--- config.mk ---
export PLATFORM = sky130hd
export DESIGN_NAME = fft_power_spectrum
export DESIGN_NICKNAME = d
export VERILOG_FILES = /design/src/rtl/fft_power_spectrum.sv
export SDC_FILE = /design/constraint.sdc
export NUM_CORES = 2
export LEC_CHECK = 0
export BUFFER_PORTS_ARGS = -buffer_cell sky130_fd_sc_hd__buf_4
export CAP_MARGIN = 20
export CELL_PAD_IN_SITES_DETAIL_PLACEMENT = 1
export CELL_PAD_IN_SITES_GLOBAL_PLACEMENT = 1
export CORE_MARGIN = 10
export CORE_UTILIZATION = 40
export DETAILED_ROUTE_END_ITERATION = 6
export PLACE_DENSITY = 0.65
export SLEW_MARGIN = 5
export SYNTH_ARGS = -nofsm -noshare
export SYNTH_HDL_FRONTEND = slang
export SYNTH_SLANG_ARGS = --single-unit
--- constraint.sdc ---
create_clock -name clk_in -period 15.55 [get_ports clk_in]
set_clock_uncertainty 0.05 [all_clocks]
set_input_delay 0.7775 -clock clk_in [delete_from_list [all_inputs] [get_ports clk_in]]
set_output_delay 0.7775 -clock clk_in [all_outputs]
set_load 0.01 [all_outputs]
--- src/rtl/fft_power_spectrum.sv ---
// Per-bin power |X[k]|^2 of a complex FFT stream, forwarding bins 0..FFT_SIZE/2-1 with frame checking.
// Optional FFT_POWER_SHIFT_EN: round-half-up right shift of the power by POWER_SHIFT bits.
module fft_power_spectrum #(
    parameter int FFT_SIZE    = 1024,
    parameter int IN_WIDTH    = 16,
    parameter int POWER_SHIFT = 4
) (
    input  logic                            clk_in,
    input  logic                            rst_in,
    input  logic [2*IN_WIDTH-1:0]           fft_tdata_in,
    input  logic                            fft_tvalid_in,
    input  logic                            fft_tlast_in,
    output logic                            fft_tready_out,
    output logic [2*IN_WIDTH-1:0]           power_out,
    output logic [$clog2(FFT_SIZE/2)-1:0]   k_out,
    output logic                            valid_out,
    output logic                            frame_done_out,
    output logic                            err_out
);

    localparam int PW = 2 * IN_WIDTH;
    localparam int CW = $clog2(FFT_SIZE);
    localparam int KW = $clog2(FFT_SIZE / 2);
    localparam logic [CW-1:0] LAST_BIN  = CW'(FFT_SIZE - 1);
    localparam logic [KW-1:0] HALF_LAST = KW'(FFT_SIZE / 2 - 1);

    typedef enum logic [1:0] {IDLE, STREAM, RESYNC} state_t;

    state_t                state_q, state_d;
    logic [CW-1:0]         cnt_q, cnt_d;
    logic                  err_q, err_d;
    logic                  rdy_q, rdy_d;

    logic                  accept;
    logic [CW-1:0]         beat_k;
    logic                  s1_vld;

    logic [2:0]            vld_q, vld_d;
    logic signed [IN_WIDTH-1:0] re1_q, re1_d, im1_q, im1_d;
    logic [KW-1:0]         k1_q, k1_d, k2_q, k2_d, k3_q, k3_d;
    logic [PW-2:0]         sq_re_q, sq_re_d, sq_im_q, sq_im_d;
    logic [PW-1:0]         power_q, power_d;
    logic                  done_q, done_d;

    logic signed [PW-1:0]  prod_re, prod_im;
    logic [PW-1:0]         sum;
`ifdef FFT_POWER_SHIFT_EN
    localparam logic [PW:0] RND = (PW+1)'(1) << (POWER_SHIFT - 1);
    logic [PW:0]           rnd_sum, shifted;
`endif

    assign accept = fft_tvalid_in && rdy_q;

    // State register
    always_ff @(posedge clk_in or negedge rst_in) begin
        if (!rst_in) begin
            state_q <= IDLE;
            cnt_q   <= '0;
            err_q   <= 1'b0;
            rdy_q   <= 1'b0;
        end else begin
            state_q <= state_d;
            cnt_q   <= cnt_d;
            err_q   <= err_d;
            rdy_q   <= rdy_d;
        end
    end

    // Next-state logic
    always_comb begin
        state_d = state_q;
        cnt_d   = cnt_q;
        err_d   = err_q;
        rdy_d   = 1'b1;
        case (state_q)
            IDLE: begin
                if (accept) begin
                    if (fft_tlast_in) begin
                        err_d = 1'b1;
                    end else begin
                        state_d = STREAM;
                        cnt_d   = CW'(1);
                    end
                end
            end
            STREAM: begin
                if (accept) begin
                    if (fft_tlast_in) begin
                        state_d = IDLE;
                        cnt_d   = '0;
                        if (cnt_q != LAST_BIN) err_d = 1'b1;
                    end else if (cnt_q == LAST_BIN) begin
                        state_d = RESYNC;
                        cnt_d   = '0;
                        err_d   = 1'b1;
                    end else begin
                        cnt_d = cnt_q + CW'(1);
                    end
                end
            end
            RESYNC: begin
                if (accept && fft_tlast_in) state_d = IDLE;
            end
            default: begin
                state_d = IDLE;
                cnt_d   = '0;
            end
        endcase
    end

    // Output decode: the beat in IDLE is always bin 0; RESYNC beats are dropped
    always_comb begin
        beat_k = (state_q == IDLE) ? '0 : cnt_q;
        s1_vld = accept && (state_q != RESYNC) && !beat_k[CW-1];
    end

    always_comb begin
        vld_d   = {vld_q[1:0], s1_vld};
        re1_d   = s1_vld ? $signed(fft_tdata_in[IN_WIDTH-1:0])  : re1_q;
        im1_d   = s1_vld ? $signed(fft_tdata_in[PW-1:IN_WIDTH]) : im1_q;
        k1_d    = s1_vld ? beat_k[KW-1:0] : k1_q;

        prod_re = PW'(re1_q) * PW'(re1_q);
        prod_im = PW'(im1_q) * PW'(im1_q);
        sq_re_d = vld_q[0] ? prod_re[PW-2:0] : sq_re_q;
        sq_im_d = vld_q[0] ? prod_im[PW-2:0] : sq_im_q;
        k2_d    = vld_q[0] ? k1_q : k2_q;

        // Each square is at most 2^(PW-2), so the sum fits PW bits without wrap
        sum     = {1'b0, sq_re_q} + {1'b0, sq_im_q};
`ifdef FFT_POWER_SHIFT_EN
        rnd_sum = {1'b0, sum} + RND;
        shifted = rnd_sum >> POWER_SHIFT;
        power_d = vld_q[1] ? shifted[PW-1:0] : '0;
`else
        power_d = vld_q[1] ? sum : '0;
`endif
        k3_d    = vld_q[1] ? k2_q : k3_q;
        done_d  = vld_q[1] && (k2_q == HALF_LAST);
    end

    always_ff @(posedge clk_in or negedge rst_in) begin
        if (!rst_in) begin
            vld_q   <= '0;
            re1_q   <= '0;
            im1_q   <= '0;
            k1_q    <= '0;
            sq_re_q <= '0;
            sq_im_q <= '0;
            k2_q    <= '0;
            power_q <= '0;
            k3_q    <= '0;
            done_q  <= 1'b0;
        end else begin
            vld_q   <= vld_d;
            re1_q   <= re1_d;
            im1_q   <= im1_d;
            k1_q    <= k1_d;
            sq_re_q <= sq_re_d;
            sq_im_q <= sq_im_d;
            k2_q    <= k2_d;
            power_q <= power_d;
            k3_q    <= k3_d;
            done_q  <= done_d;
        end
    end

    assign fft_tready_out = rdy_q;
    assign power_out      = power_q;
    assign k_out          = k3_q;
    assign valid_out      = vld_q[2];
    assign frame_done_out = done_q;
    assign err_out        = err_q;

endmodule

==> reports/results.ini <==
[run_status]
status=finished clean

[logic_synthesis]
seq_area_frac_synth_pct=17.1
synth_top_area_share_pct=37.0
synth_nets=3290
synth_top_area_cell=fa_1
yosys-top-cells-area=fa_1 37%, dfrtp_1 17%, ha_1 10%
syn-instance-count=2593
synth_edf_count=0
ys_ff_latch=169
synthArstFlopShare_pct=100
yosysWarnings=0
ys.flop_type=dfrtp_1
syn_area_um2=24800
synth_cell_type_count=70
avgSynthCellArea_um2=9.56

[clocking]
cts_tree=built
cts-root-buf=clkbuf_16
insertion_delay_ps=510
cts_buffers=17
cts.sinks=169
path_clk_slew_ps=90
cts_hold_buffers=0
cts_setup_buffers=0
cts.repair.resized=0
clk_path_buf_depth=2
htreeDepth=4

[global_route]
globalRouteOverflowTotal=0
antenna_found_initial=2
grt_start_max_net_pins=109
grt.total_usage_pct=18.6
grt_pass1_wl_um=105000
grt_pass1_vias=20100

[worst_setup_path]
worstPathCellList=clkinv_1, nor2_1, fa_1, inv_1, fa_1, inv_1, fa_1, fa_1, fa_1, inv_1, fa_1, inv_1, ha_1, and4_1, inv_1, a2111o_1, a31oi_1, nor3_1, o41ai_1, xor2_1, mux2_2
worstPathRequired_ps=15890
slowest_stage=dfrtp_1
timing.reg2reg.setup_slack_ps=7980
crit_path_frequent_cell=fa_1
worstSetupStartpointType=flip-flop
slowest_delay_ps=610
cp-end-kind=flip-flop
crit_end=sq_im_q[29]
worstSetupPathType=reg -> reg
timing.rr.end=sq_im_q[29]
arrival_ps=7910
worstSetupStartpoint=im1_q[15]
crit_fanout=17
worstRegToRegCells=21
r2r_start=im1_q[15]

[drt]
num_vias=17300
drc_errors=0
drtIter0Drc=614
viasPerCell=5.03
finalWirelength_um=62800
post_drt_wl_per_cell_um=18.3
ant_nets=0
firstDrtPassIters=4

[placement]
dp_hpwl_um=51600
io_buffers=80
gp_congestion=0.872

[sta]
period_needed_ps=7570
finalCritPeriodShare_pct=48.7
setup-tns-final_ps=0
max_freq_mhz=132
hold_viol=0
rsz0062_at_grt=false
max_slew.worst_pin.slew_ps=1010
max-slew-margin-rel_pct=32.7
setup_viol=0
slew_viol_final=0
fin_hold_ws_ps=313

[final_layout]
nets=3325
drive_above_1_share_pct=8.10
syn_to_final_growth_pct=8.09
final_common_cell=inv_1
layout_common_cells=651 x inv_1, 458 x fa_1, 264 x nand2_1, 203 x ha_1, 168 x dfrtp_1
diodes=0

[die]
rows=91
die_area_um2=72300
die_height_um=269
initial_core_util_pct=40.3
core_area_um2=61500
die_x_um=269
ios=81

[min_path]
hp-class=in -> async

[run]
max_cap_viol_count=0

## cell usage after synthesis (all sizes together), types with 6 or more instances
master and instances:
inv 651, fa 458, nand2 264, ha 203, dfrtp 169, nor2 134, xnor2 79, and2 75
o21ai 75, a21oi 71, clkbuf 68, mux2 63, a21o 28, xor2 28, nor3 23, nand3 14
a211oi 13, a31o 13, nand4 13, nand2b 12, o21a 11, and3 9, nor2b 9, a31oi 8
clkinv 8, o21bai 8, or2 8, a311oi 6
## routing by layer
metal | global-route usage, % | part of all wire (%) | up-vias
met5 | 0 | 0 | -
met4 | 4.68 | 1.7 | 0
met3 | 2.75 | 2.6 | 58
met2 | 33.3 | 53 | 169
met1 | 23.0 | 43 | 9092
li1 | - | - | 7946
## final cells by class
class | count | area (um^2)
Multi-Input combinational cell | 1692 | 17800
Tap cell | 790 | 988
Fill cell | 7007 | 34700
Clock buffer | 17 | 425
Sequential cell | 169 | 4230
Inverter | 659 | 2470
Timing Repair Buffer | 89 | 687
Clock inverter | 15 | 178
## state kept, by name (all words and copies together), names as in the netlist
| register | cells |
|---|---|
| state_q | 2 |
| re1_q | 16 |
| cnt_q | 10 |
| sq_re_q | 30 |
| fft_tready_out | 1 |
| k_out | 9 |
| vld_q | 3 |
| sq_im_q | 30 |
| power_out | 32 |
| frame_done_out | 1 |
| k1_q | 9 |
| im1_q | 16 |
| k2_q | 9 |
| err_out | 1 |
## cells by family after synthesis
family,Yosys count,synth area share (%)
buffers and inverters,732,11.1
adders and majority gates,661,47.2
and+or+nand+nor,581,10.5
AOI/OAI and AO/OA,279,7.38
DFF,169,17.1
xor gates and xnor gates,107,3.78
muxes,63,2.88
other,1,0.0151
## stage by stage
step	instance area [um^2]	util, %	cells	worst slack, ps
CTS	26800	43.5	3430	7950
detailed placement	26200	42.6	3398	7970
floorplan	24800	-	2593	9240
finish	26800	43.6	3431	7980
global placement	26200	42.6	3398	8230
global route	26800	43.6	3431	7350
## how the worst min path moves through the flow
stage | start | end | slack, ps
global placement | err_out | err_out | 400
CTS | rst_in | im1_q[12] | 350
global route | rst_in | im1_q[12] | 370
detailed placement | err_out | err_out | 400
floorplan | vld_q[0] | vld_q[1] | 300
finish | rst_in | im1_q[12] | 310
## critical path: cells and delay by family, from the launching register on
family	cells	cell delay [ps]
DFF	1	610
muxes	1	270
xor gates and xnor gates	1	120
AOI/OAI and AO/OA	3	1030
adders and majority gates	7	3460
and+or+nand+nor	3	750
buffers and inverters	6	1160
Power is left out: the tool's default activity adds up to more than one toggle a clock period on the data nets, which glitch-free logic cannot reach.
